File: src/rtl/rv_ctrl_pkg.sv
// Shared encodings for the multi-cycle RV32I controller: opcodes, funct3 values,
// ALU/immediate select codes and the 4-bit FSM state type.
package rv_ctrl_pkg;

    localparam logic [6:0] OP_LOAD   = 7'b0000011;
    localparam logic [6:0] OP_STORE  = 7'b0100011;
    localparam logic [6:0] OP_R      = 7'b0110011;
    localparam logic [6:0] OP_I      = 7'b0010011;
    localparam logic [6:0] OP_BRANCH = 7'b1100011;
    localparam logic [6:0] OP_JAL    = 7'b1101111;
    localparam logic [6:0] OP_JALR   = 7'b1100111;
    localparam logic [6:0] OP_LUI    = 7'b0110111;
    localparam logic [6:0] OP_AUIPC  = 7'b0010111;

    localparam logic [3:0] ALU_ADD  = 4'd0;
    localparam logic [3:0] ALU_SUB  = 4'd1;
    localparam logic [3:0] ALU_AND  = 4'd2;
    localparam logic [3:0] ALU_OR   = 4'd3;
    localparam logic [3:0] ALU_SLT  = 4'd4;
    localparam logic [3:0] ALU_SLL  = 4'd5;
    localparam logic [3:0] ALU_SLTU = 4'd6;
    localparam logic [3:0] ALU_XOR  = 4'd7;
    localparam logic [3:0] ALU_SRL  = 4'd8;
    localparam logic [3:0] ALU_SRA  = 4'd9;

    localparam logic [2:0] IMM_I = 3'd0;
    localparam logic [2:0] IMM_S = 3'd1;
    localparam logic [2:0] IMM_B = 3'd2;
    localparam logic [2:0] IMM_U = 3'd3;
    localparam logic [2:0] IMM_J = 3'd4;

    localparam logic [2:0] F3_ADD  = 3'b000;
    localparam logic [2:0] F3_SLL  = 3'b001;
    localparam logic [2:0] F3_SLT  = 3'b010;
    localparam logic [2:0] F3_SLTU = 3'b011;
    localparam logic [2:0] F3_XOR  = 3'b100;
    localparam logic [2:0] F3_SR   = 3'b101;
    localparam logic [2:0] F3_OR   = 3'b110;

    localparam logic [2:0] F3_BEQ  = 3'b000;
    localparam logic [2:0] F3_BNE  = 3'b001;
    localparam logic [2:0] F3_BLT  = 3'b100;
    localparam logic [2:0] F3_BGE  = 3'b101;
    localparam logic [2:0] F3_BLTU = 3'b110;
    localparam logic [2:0] F3_BGEU = 3'b111;

    typedef enum logic [3:0] {
        S_IDLE   = 4'd0,
        S_FETCH  = 4'd1,
        S_DECODE = 4'd2,
        S_MEMADR = 4'd3,
        S_MEMRD  = 4'd4,
        S_MEMWB  = 4'd5,
        S_MEMWR  = 4'd6,
        S_EXEC_R = 4'd7,
        S_EXEC_I = 4'd8,
        S_ALUWB  = 4'd9,
        S_BRANCH = 4'd10,
        S_JAL    = 4'd11,
        S_JALR   = 4'd12,
        S_LUI    = 4'd13,
        S_AUIPC  = 4'd14,
        S_TRAP   = 4'd15
    } state_t;

endpackage

File: src/rtl/alu_op_decode.sv
// Maps funct3/funct7b5 of an OP or OP-IMM instruction to an ALU operation and
// flags encodings that cannot be expressed with the visible instruction bits.
module alu_op_decode
    import rv_ctrl_pkg::*;
(
    input  logic [6:0] opcode,
    input  logic [2:0] funct3,
    input  logic       funct7b5,
    output logic [3:0] alu_ctrl,
    output logic       illegal
);

    logic is_r;
    assign is_r = (opcode == OP_R);

    always_comb begin
        alu_ctrl = ALU_ADD;
        illegal  = 1'b0;
        case (funct3)
            F3_ADD:  alu_ctrl = (is_r && funct7b5) ? ALU_SUB : ALU_ADD;
            F3_SLL:  alu_ctrl = ALU_SLL;
            F3_SLT:  alu_ctrl = ALU_SLT;
            F3_SLTU: alu_ctrl = ALU_SLTU;
            F3_XOR:  alu_ctrl = ALU_XOR;
            F3_SR:   alu_ctrl = funct7b5 ? ALU_SRA : ALU_SRL;
            F3_OR:   alu_ctrl = ALU_OR;
            default: alu_ctrl = ALU_AND;
        endcase
        // For OP-IMM, bit 30 is an immediate bit except on the shift encodings.
        if (is_r && funct7b5 && (funct3 != F3_ADD) && (funct3 != F3_SR))
            illegal = 1'b1;
        if (!is_r && (funct3 == F3_SLL) && funct7b5)
            illegal = 1'b1;
        if ((opcode != OP_R) && (opcode != OP_I))
            illegal = 1'b1;
    end

endmodule

File: src/rtl/rv_multicycle_ctrl.sv
// Multi-cycle RV32I control FSM: sequences fetch/decode/execute/memory/writeback,
// resolves branches from ALU flags and traps on bad opcodes or memory timeouts.
module rv_multicycle_ctrl
    import rv_ctrl_pkg::*;
#(
    parameter int XLEN        = 32,
    parameter int MEM_TIMEOUT = 16,
    parameter int CNT_W       = 5
) (
    input  logic            clk,
    input  logic            rst_n,
    input  logic [XLEN-1:0] instr,
    input  logic            flag_n,
    input  logic            flag_z,
    input  logic            flag_c,
    input  logic            flag_v,
    input  logic            mem_ready,
    output logic            mem_req,
    output logic            mem_we,
    output logic            adr_src,
    output logic            ir_write,
    output logic            pc_write,
    output logic            pc_src,
    output logic            reg_write,
    output logic [1:0]      alu_src_a,
    output logic [1:0]      alu_src_b,
    output logic [3:0]      alu_ctrl,
    output logic [2:0]      imm_src,
    output logic [1:0]      result_src,
    output logic [2:0]      load_ctrl,
    output logic [1:0]      store_ctrl,
    output logic            illegal_inst,
    output logic            bus_error,
    output logic [3:0]      state_o
);

    if (XLEN != 32) begin : g_xlen_check
        $fatal(1, "rv_multicycle_ctrl supports XLEN=32 only");
    end
    if ((2 ** CNT_W) <= MEM_TIMEOUT) begin : g_cnt_check
        $fatal(1, "CNT_W too narrow for MEM_TIMEOUT");
    end

    state_t           state_reg, state_next;
    logic [CNT_W-1:0] wait_cnt_reg, wait_cnt_next;
    logic             illegal_reg, illegal_next;
    logic             bus_error_reg, bus_error_next;

    logic [6:0] opcode;
    logic [2:0] funct3;
    logic       funct7b5;
    logic [3:0] dec_alu_ctrl;
    logic       dec_illegal;
    logic       in_mem, timeout, br_taken, br_legal;
    logic       unused_instr;

    assign opcode       = instr[6:0];
    assign funct3       = instr[14:12];
    assign funct7b5     = instr[30];
    assign unused_instr = ^{instr[XLEN-1:31], instr[29:15], instr[11:7]};

    alu_op_decode u_alu_dec (
        .opcode   (opcode),
        .funct3   (funct3),
        .funct7b5 (funct7b5),
        .alu_ctrl (dec_alu_ctrl),
        .illegal  (dec_illegal)
    );

    assign in_mem  = (state_reg == S_FETCH) || (state_reg == S_MEMRD) || (state_reg == S_MEMWR);
    assign mem_req = in_mem;
    // A ready on the last allowed wait cycle still counts as a handshake.
    assign timeout = (MEM_TIMEOUT != 0) && in_mem && !mem_ready
                     && (wait_cnt_reg == CNT_W'(MEM_TIMEOUT - 1));

    always_comb begin
        br_taken = 1'b0;
        case (funct3)
            F3_BEQ:  br_taken = flag_z;
            F3_BNE:  br_taken = !flag_z;
            F3_BLT:  br_taken = flag_n ^ flag_v;
            F3_BGE:  br_taken = !(flag_n ^ flag_v);
            F3_BLTU: br_taken = !flag_c;
            F3_BGEU: br_taken = flag_c;
            default: br_taken = 1'b0;
        endcase
    end
    assign br_legal = (funct3 != 3'b010) && (funct3 != 3'b011);

    always_ff @(posedge clk or negedge rst_n) begin
        if (!rst_n) begin
            state_reg     <= S_IDLE;
            wait_cnt_reg  <= '0;
            illegal_reg   <= 1'b0;
            bus_error_reg <= 1'b0;
        end else begin
            state_reg     <= state_next;
            wait_cnt_reg  <= wait_cnt_next;
            illegal_reg   <= illegal_next;
            bus_error_reg <= bus_error_next;
        end
    end

    always_comb begin
        state_next     = state_reg;
        illegal_next   = illegal_reg;
        bus_error_next = bus_error_reg;
        mem_we         = 1'b0;
        adr_src        = 1'b0;
        ir_write       = 1'b0;
        pc_write       = 1'b0;
        pc_src         = 1'b0;
        reg_write      = 1'b0;
        alu_src_a      = 2'd0;
        alu_src_b      = 2'd0;
        alu_ctrl       = ALU_ADD;
        imm_src        = IMM_I;
        result_src     = 2'd0;
        load_ctrl      = 3'd0;
        store_ctrl     = 2'd0;
        case (state_reg)
            S_IDLE: state_next = S_FETCH;
            S_FETCH: begin
                alu_src_b = 2'd2;
                if (mem_ready) begin
                    ir_write   = 1'b1;
                    pc_write   = 1'b1;
                    state_next = S_DECODE;
                end
            end
            S_DECODE: begin
                // Precompute the B/J target from the old PC for branches and JAL.
                alu_src_a = 2'd2;
                alu_src_b = 2'd1;
                imm_src   = (opcode == OP_JAL) ? IMM_J : IMM_B;
                case (opcode)
                    OP_LOAD, OP_STORE: state_next = S_MEMADR;
                    OP_R:              state_next = S_EXEC_R;
                    OP_I:              state_next = S_EXEC_I;
                    OP_BRANCH:         state_next = S_BRANCH;
                    OP_JAL:            state_next = S_JAL;
                    OP_JALR:           state_next = S_JALR;
                    OP_LUI:            state_next = S_LUI;
                    OP_AUIPC:          state_next = S_AUIPC;
                    default: begin
                        state_next   = S_TRAP;
                        illegal_next = 1'b1;
                    end
                endcase
            end
            S_MEMADR: begin
                alu_src_a  = 2'd1;
                alu_src_b  = 2'd1;
                imm_src    = (opcode == OP_STORE) ? IMM_S : IMM_I;
                state_next = (opcode == OP_STORE) ? S_MEMWR : S_MEMRD;
            end
            S_MEMRD: begin
                adr_src = 1'b1;
                if (mem_ready) state_next = S_MEMWB;
            end
            S_MEMWB: begin
                reg_write  = 1'b1;
                result_src = 2'd1;
                load_ctrl  = funct3;
                state_next = S_FETCH;
            end
            S_MEMWR: begin
                mem_we     = 1'b1;
                adr_src    = 1'b1;
                store_ctrl = funct3[1:0];
                if (mem_ready) state_next = S_FETCH;
            end
            S_EXEC_R, S_EXEC_I: begin
                alu_src_a = 2'd1;
                alu_src_b = (state_reg == S_EXEC_I) ? 2'd1 : 2'd0;
                alu_ctrl  = dec_alu_ctrl;
                if (dec_illegal) begin
                    state_next   = S_TRAP;
                    illegal_next = 1'b1;
                end else begin
                    state_next = S_ALUWB;
                end
            end
            S_ALUWB: begin
                reg_write  = 1'b1;
                state_next = S_FETCH;
            end
            S_BRANCH: begin
                alu_src_a = 2'd1;
                alu_ctrl  = ALU_SUB;
                imm_src   = IMM_B;
                if (br_legal) begin
                    pc_write   = br_taken;
                    pc_src     = br_taken;
                    state_next = S_FETCH;
                end else begin
                    state_next   = S_TRAP;
                    illegal_next = 1'b1;
                end
            end
            S_JAL, S_JALR: begin
                alu_src_a  = (state_reg == S_JAL) ? 2'd2 : 2'd1;
                alu_src_b  = 2'd1;
                imm_src    = (state_reg == S_JAL) ? IMM_J : IMM_I;
                pc_write   = 1'b1;
                pc_src     = 1'b1;
                reg_write  = 1'b1;
                result_src = 2'd2;
                state_next = S_FETCH;
            end
            S_LUI, S_AUIPC: begin
                alu_src_a  = (state_reg == S_LUI) ? 2'd3 : 2'd2;
                alu_src_b  = 2'd1;
                imm_src    = IMM_U;
                state_next = S_ALUWB;
            end
            default: state_next = S_TRAP;
        endcase
        if (timeout) begin
            state_next     = S_TRAP;
            bus_error_next = 1'b1;
        end
    end

    always_comb begin
        wait_cnt_next = wait_cnt_reg;
        if ((state_next != state_reg) || (in_mem && mem_ready))
            wait_cnt_next = '0;
        else if (in_mem)
            wait_cnt_next = wait_cnt_reg + CNT_W'(1);
    end

    assign illegal_inst = illegal_reg;
    assign bus_error    = bus_error_reg;
    assign state_o      = state_reg;

endmodule

File: config.mk
export PLATFORM = sky130hd
export DESIGN_NAME = rv_multicycle_ctrl
export DESIGN_NICKNAME = d
export VERILOG_FILES = /design/src/rtl/rv_ctrl_pkg.sv /design/src/rtl/alu_op_decode.sv /design/src/rtl/rv_multicycle_ctrl.sv
export SDC_FILE = /design/constraint.sdc
export NUM_CORES = 1
export LEC_CHECK = 0
export ABC_AREA = 0
export BUFFER_PORTS_ARGS = -buffer_cell sky130_fd_sc_hd__buf_2
export CORE_MARGIN = 1.5
export CORE_UTILIZATION = 48
export CTS_BUF_LIST = sky130_fd_sc_hd__clkbuf_2 sky130_fd_sc_hd__clkbuf_4 sky130_fd_sc_hd__clkbuf_8
export DETAILED_ROUTE_END_ITERATION = 8
export PLACE_DENSITY = 0.85
export SLEW_MARGIN = 40
export SYNTH_ARGS = -nofsm -noshare
export SYNTH_HDL_FRONTEND = slang
export SYNTH_HIERARCHICAL = 1
export SYNTH_SLANG_ARGS = --single-unit
File: constraint.sdc
create_clock -name clk -period 2.65 [get_ports clk]
set_clock_uncertainty 0.1 [all_clocks]
set_input_delay 0.265 -clock clk [delete_from_list [all_inputs] [get_ports clk]]
set_output_delay 0.265 -clock clk [all_outputs]
set_load 0.01 [all_outputs]
# [Word level (Yosys, flattened, before mapping)]
# Index checks and enable logic that the tools add are counted.
[totals] ff_bits=11 output_inout_bits=31 word_cells=123
[op_classes] n_addsub=1 eq_ne=40 mux=43 bitwise=1 reduce_logical=34
[op_table] cell="case mux 4 bit (9 select lines)" n=1
[op_table] cell="case mux 4 bit (8 select lines)" n=1
[op_table] cell="equality test 4 bit (second input constant)" n=7
[op_table] cell="case mux 4 bit (7 select lines)" n=1
[op_table] cell="equality test 7 x 6 -> 1 bit (second input constant)" n=3
[op_table] cell="equality test 7 bit (second input constant)" n=3
[op_table] cell="2-to-1 mux 4 bit" n=5
[op_table] cell="2-to-1 mux 1 bit" n=17
[op_table] cell="equality test 4 x 3 -> 1 bit (second input constant)" n=4
[op_table] cell="case mux 3 bit (5 select lines)" n=1
[op_table] cell="equality test 7 x 5 -> 1 bit (second input constant)" n=2
[op_table] cell="equality test 3 bit (second input constant)" n=4
[op_table] cell="2-to-1 mux 3 bit" n=4
[op_table] cell="logical AND 1 bit" n=10
[op_table] cell="2-to-1 mux 5 bit" n=2
[op_table] cell="OR reduction 2 bit" n=5
[op_table] cell="OR reduction 9 bit" n=1
[op_table] cell="equality test 4 x 2 -> 1 bit (second input constant)" n=2
[op_table] cell="case mux 2 bit (4 select lines)" n=1
[op_table] cell="case mux 4 bit (2 select lines)" n=1
[op_table] cell="OR reduction 4 bit" n=2
[op_table] cell="equality test 7 x 2 -> 1 bit (second input constant)" n=1
[op_table] cell="!= test 7 x 5 -> 1 bit (second input constant)" n=1
[op_table] cell="!= test 7 x 6 -> 1 bit (second input constant)" n=1
[op_table] cell="other kinds (25)" n=39

# [Logic depth before layout (Yosys ltp)]
[logic_depth] ltp_word=13 mapped_depth=9

# [Cells and area by module]
# Netlist, hierarchy kept.
[by_module_without_submodules] mod="rv_multicycle_ctrl" instances=1 cells_each=169 area_per_inst_um2=1343.8 seq_area_each_um2=275.3
[by_module_without_submodules] mod="alu_op_decode" instances=1 cells_each=16 area_per_inst_um2=105.1 seq_area_each_um2=0.0

# [Least setup slack after synthesis]
# No wires, ideal clock.
[synth_path] kind="input -> register" startpoint="input instr[3]" endpoint="register wait_cnt_reg[4]" arrival_time_ns=2.176 required_time_ns=2.443 setup_slack_ns=0.267 path_stages=8 n_path_buf=0 cell_sequence="nor4b_2 -> nand3_1 -> nand3b_1 -> mux2_1 -> a31o_2 -> a2111oi_4 -> xnor2_2 -> a2111oi_4"
[synth_between] elab_chain_cells=13 elab_cells_between_ends=31 classes_between="eq/ne (12); mux (9); reduce/logical (10)"
[synth_rtl] item="start, declared" line_no="rv_multicycle_ctrl.sv:12" text="input logic [XLEN-1:0] instr,"
[synth_rtl] item="equality test 7 x 6 -> 1 bit" line_no="alu_op_decode.sv:14" text="assign is_r = (opcode == OP_R);"
[synth_rtl] item="logical AND 1 bit (3 in series)" line_no="alu_op_decode.sv:30" text="if (is_r && funct7b5 && (funct3 != F3_ADD) && (funct3 != F3_SR))"
[synth_rtl] item="2-to-1 mux 1 bit" line_no="alu_op_decode.sv:30"
[synth_rtl] item="2-to-1 mux 1 bit" line_no="alu_op_decode.sv:32" text="if (!is_r && (funct3 == F3_SLL) && funct7b5)"
[synth_rtl] item="2-to-1 mux 1 bit (*)" line_no="alu_op_decode.sv:34" text="if ((opcode != OP_R) && (opcode != OP_I))"
[synth_rtl] item="named net dec_illegal" line_no="rv_multicycle_ctrl.sv:53" text="logic dec_illegal;"
[synth_rtl] item="2-to-1 mux 3 bit (*)" line_no="rv_multicycle_ctrl.sv:177" text="if (dec_illegal) begin"
[synth_rtl] item="case mux 4 bit (9 select lines) (*)" line_no="rv_multicycle_ctrl.sv:121" text="case (state_reg)"
[synth_rtl] item="2-to-1 mux 4 bit (*)" line_no="rv_multicycle_ctrl.sv:219" text="if (timeout) begin"
[synth_rtl] item="!= test 4 bit (*)" line_no="rv_multicycle_ctrl.sv:227" text="if ((state_next != state_reg) || (in_mem && mem_ready))"
[synth_rtl] item="logical OR 1 bit (*)" line_no="rv_multicycle_ctrl.sv:227"
[synth_rtl] item="2-to-1 mux 5 bit or nonzero test 2 bit (tied branches)"
[synth_rtl] item="end signal, assigned" line_no="rv_multicycle_ctrl.sv:98" text="wait_cnt_reg <= wait_cnt_next;"
[synth_rtl] item="end, declared" line_no="rv_multicycle_ctrl.sv:45" text="logic [CNT_W-1:0] wait_cnt_reg, wait_cnt_next;"
# Mark *: on every way through the listed nets, which the timed path passes. The rest lies on a longest branch.
# A chain may end at the register's enable or synchronous reset.

# [Worst setup path after layout]
[layout_path] startpoint="register wait_cnt_reg[0]" endpoint="register wait_cnt_reg[4]"
[layout_between] elab_chain_cells=6 elab_cells_between_ends=9 classes_between="add/sub (1); eq/ne (2); mux (3); reduce/logical (3)"
[layout_rtl] item="equality test 5 x 4 -> 1 bit" line_no="rv_multicycle_ctrl.sv:74" text="&& (wait_cnt_reg == CNT_W'(MEM_TIMEOUT - 1));"
[layout_rtl] item="logical AND 1 bit" line_no="rv_multicycle_ctrl.sv:74"
[layout_rtl] item="2-to-1 mux 4 bit" line_no="rv_multicycle_ctrl.sv:219"
[layout_rtl] item="!= test 4 bit" line_no="rv_multicycle_ctrl.sv:227"
[layout_rtl] item="logical OR 1 bit" line_no="rv_multicycle_ctrl.sv:227"
[layout_rtl] item="2-to-1 mux 5 bit or nonzero test 2 bit (tied branches)"
# Parallel ways exist; a longest one is shown, timed or not. The select of a mux whose other input is x is not followed.

==> flow_summary.json <==
{
  "status": "finished clean",
  "multi_input_area_mm2": 0.00109,
  "startpoint": "wait_cnt_reg[0]",
  "grt_pass1_wl_um": 5970,
  "worst_ep_required_time_ps": 2720,
  "synthesis.nets": 226,
  "clkSinkCount": 11,
  "num-nets-final": 284,
  "finalSetupViolCount": 0,
  "rr_startpoint": "wait_cnt_reg[0]",
  "min_from": "instr[0]",
  "hold_class": "in2reg",
  "register_area_um2": 275,
  "synth-main-ff-cell": "dfrtp_1",
  "synthDistinctLibCells": 57,
  "synthMostInstantiatedCell": "nor2_1",
  "syn_inst": 185,
  "rsz0062_at_grt": "false",
  "cts_buffers": 3,
  "syn_to_final_growth_pct": 26.4,
  "arrival_ps": 2540,
  "dr.pass1.iters": 6,
  "cts_tree": "built",
  "drt-initial-drc-count": 101,
  "groute.usage.overall_pct": 22.9,
  "fp.dieH_um": 57.9,
  "combPwrFrac_pct": 21.2,
  "grt_pass1_vias": 1350,
  "synthArstFlopShare_pct": 100,
  "ir_drop_v": 0.000168,
  "diodes": 0,
  "wirelength_um": 3680,
  "htreeDepth": 1,
  "io_buffers": 48,
  "drive_gt1_share_pct": 35.1,
  "intPower_uw": 275,
  "cts.clk_slew.worst_paths_ps": 70,
  "yosysSeqAreaShare_pct": 19.0,
  "hold_violations": 0,
  "synth.area.top_cells": "dfrtp_1, a2111oi_4, nor2b_1",
  "worstMarginPinSlew_ps": 573,
  "antenna_found_initial": 0,
  "gp_congestion": 0.888,
  "seqPwrFrac_pct": 45.4,
  "post-route-min-period_ps": 2470,
  "crit_fanout": 5,
  "startpoint_type": "flop",
  "p_per_area_mw_per_mm2": 203,
  "p_sw_uw": 97.4,
  "postRouteAntennaNets": 0,
  "grt_start_max_net_pins": 18,
  "wl_per_cell_um": 13.5,
  "min_period_over_period_pct": 93.1,
  "vias": 1576,
  "clkLatencyLatePin_ps": 270,
  "yosysWarnings": 6,
  "drv_cap": 0,
  "rows": 19,
  "netlist.area_leader.share_pct": 19.0,
  "nFillCells": 241,
  "synth_seq_cells": 11,
  "finalMaxSlewViolations": 0,
  "final.setup.tns_ps": 0,
  "start_util_pct": 51.7,
  "pin_count": 70,
  "critical_path_class": "reg2reg",
  "yosysTopAreaCell": "dfrtp_1",
  "fmax_mhz": 405,
  "clockRootBuffer": "clkbuf_4",
  "overflow": 0,
  "die_w_um": 57.9,
  "dp_hpwl_um": 2860,
  "syn-cell-area_mm2": 0.00145,
  "synth_edf_count": 0,
  "syn_avg_cell_area_um2": 7.83,
  "dieArea_mm2": 0.00336,
  "core_area_mm2": 0.00281,
  "leakage_uw": 0.000875,
  "power_uw": 372,
  "crit_path_end_kind": "flop",
  "relSlewSlack_pct": 61.7,
  "largest_reg_flops": 5,
  "post_synth_most_frequent_cells": "nor2_1, dfrtp_1, nor2b_1, o21ai_0, nand2_1",
  "p_clk_share_pct": 33.4,
  "clock_path_buffers": 2,
  "routed_via_density": 5.77,
  "swShare_pct": 26.1,
  "drc": 0
}
==> path summary, 6_finish.rpt <==
kind	endpoint	slack, ps	cells after the start
setup / recovery	wait_cnt_reg[4]	180	8
hold / removal	state_o[1]	220	3
setup reg to reg	wait_cnt_reg[4]	180	8
hold reg to reg	bus_error	370	1
max in group asynchronous	wait_cnt_reg[1]	1960	2
min in group asynchronous	wait_cnt_reg[2]	290	2
==> final cells by class <==
| cell class | instances | area share [%] |
|---|---|---|
| clock buffer | 4 | 1.64 |
| inverter | 8 | 1.64 |
| timing repair buffer | 65 | 20.2 |
| tap | 31 | 2.12 |
| multi-input combinational | 154 | 59.4 |
| sequential | 11 | 15.0 |
==> layout by cell type, fill, tap and decap left out, types with 7 or more instances in the layout <==
cell     count
buf_4       16
and2_1       7
nor2b_1     10
nor3_1       7
and3_1       8
a21oi_1      7
o21ai_0     10
dfrtp_1     11
nor2_1      15
buf_2       48
nand2_1      9
==> metal layers <==
layer	wire, um	vias up	track usage [%]
li1	-	796	-
met1	1700	716	32.1
met4	89	0	8.64
met2	1710	54	35.6
met5	0	-	0
met3	175	10	3.35
==> kinds of logic after synthesis <==
logic type	Yosys count	share of synthesized area, %
and+or+nand+nor	93	37.8
AOI/OAI and AO/OA	47	26.3
buffers and inverters	20	6.91
DFF	11	19.0
xor gates and xnor gates	8	5.35
muxes	3	2.16
adders and majority gates	3	2.42
==> timing repair <==
item | in CTS | in global routing
setup buffers | 0 | 0
hold buffers | 1 | 0
gates resized for setup | 0 | 2
endpoints found under the setup margin | 0 | 3
endpoints found under the hold margin | 11 | 0
==> per-stage QoR <==
stage                     setup WS [ps]  area, um^2  hold slack (ps)  utilization [%]  std cells
after floorplan                     267        1450             -131                -        185
after global placement            -47.6        1780             42.8             63.4        268
after detailed placement          -57.5        1780             40.3             63.4        268
after CTS                           112        1820              221             64.8        273
after global routing               13.7        1830              245             65.3        273
final                               182        1830              223             65.3        273
==> power by group through the flow <==
stage                     Combinational (uW)  Sequential (uW)  Clock (uW)
after detailed placement                77.3              172           0
after global routing                    87.1              169         135
after floorplan                         36.5              173           0
after global placement                  75.8              172           0
final                                   79.0              169         124
after CTS                               78.6              169         129
==> critical path, cell delays in order, from the launching register on <==
cell and delay, ps:
dfrtp_1 400, ha_1 210, and3_1 140, ha_1 210, o32ai_2 340, nand2_1 90, nor4b_1 370, o22ai_2 210
a2111oi_4 290
No activity file was read; power rests on OpenSTA's default activity.
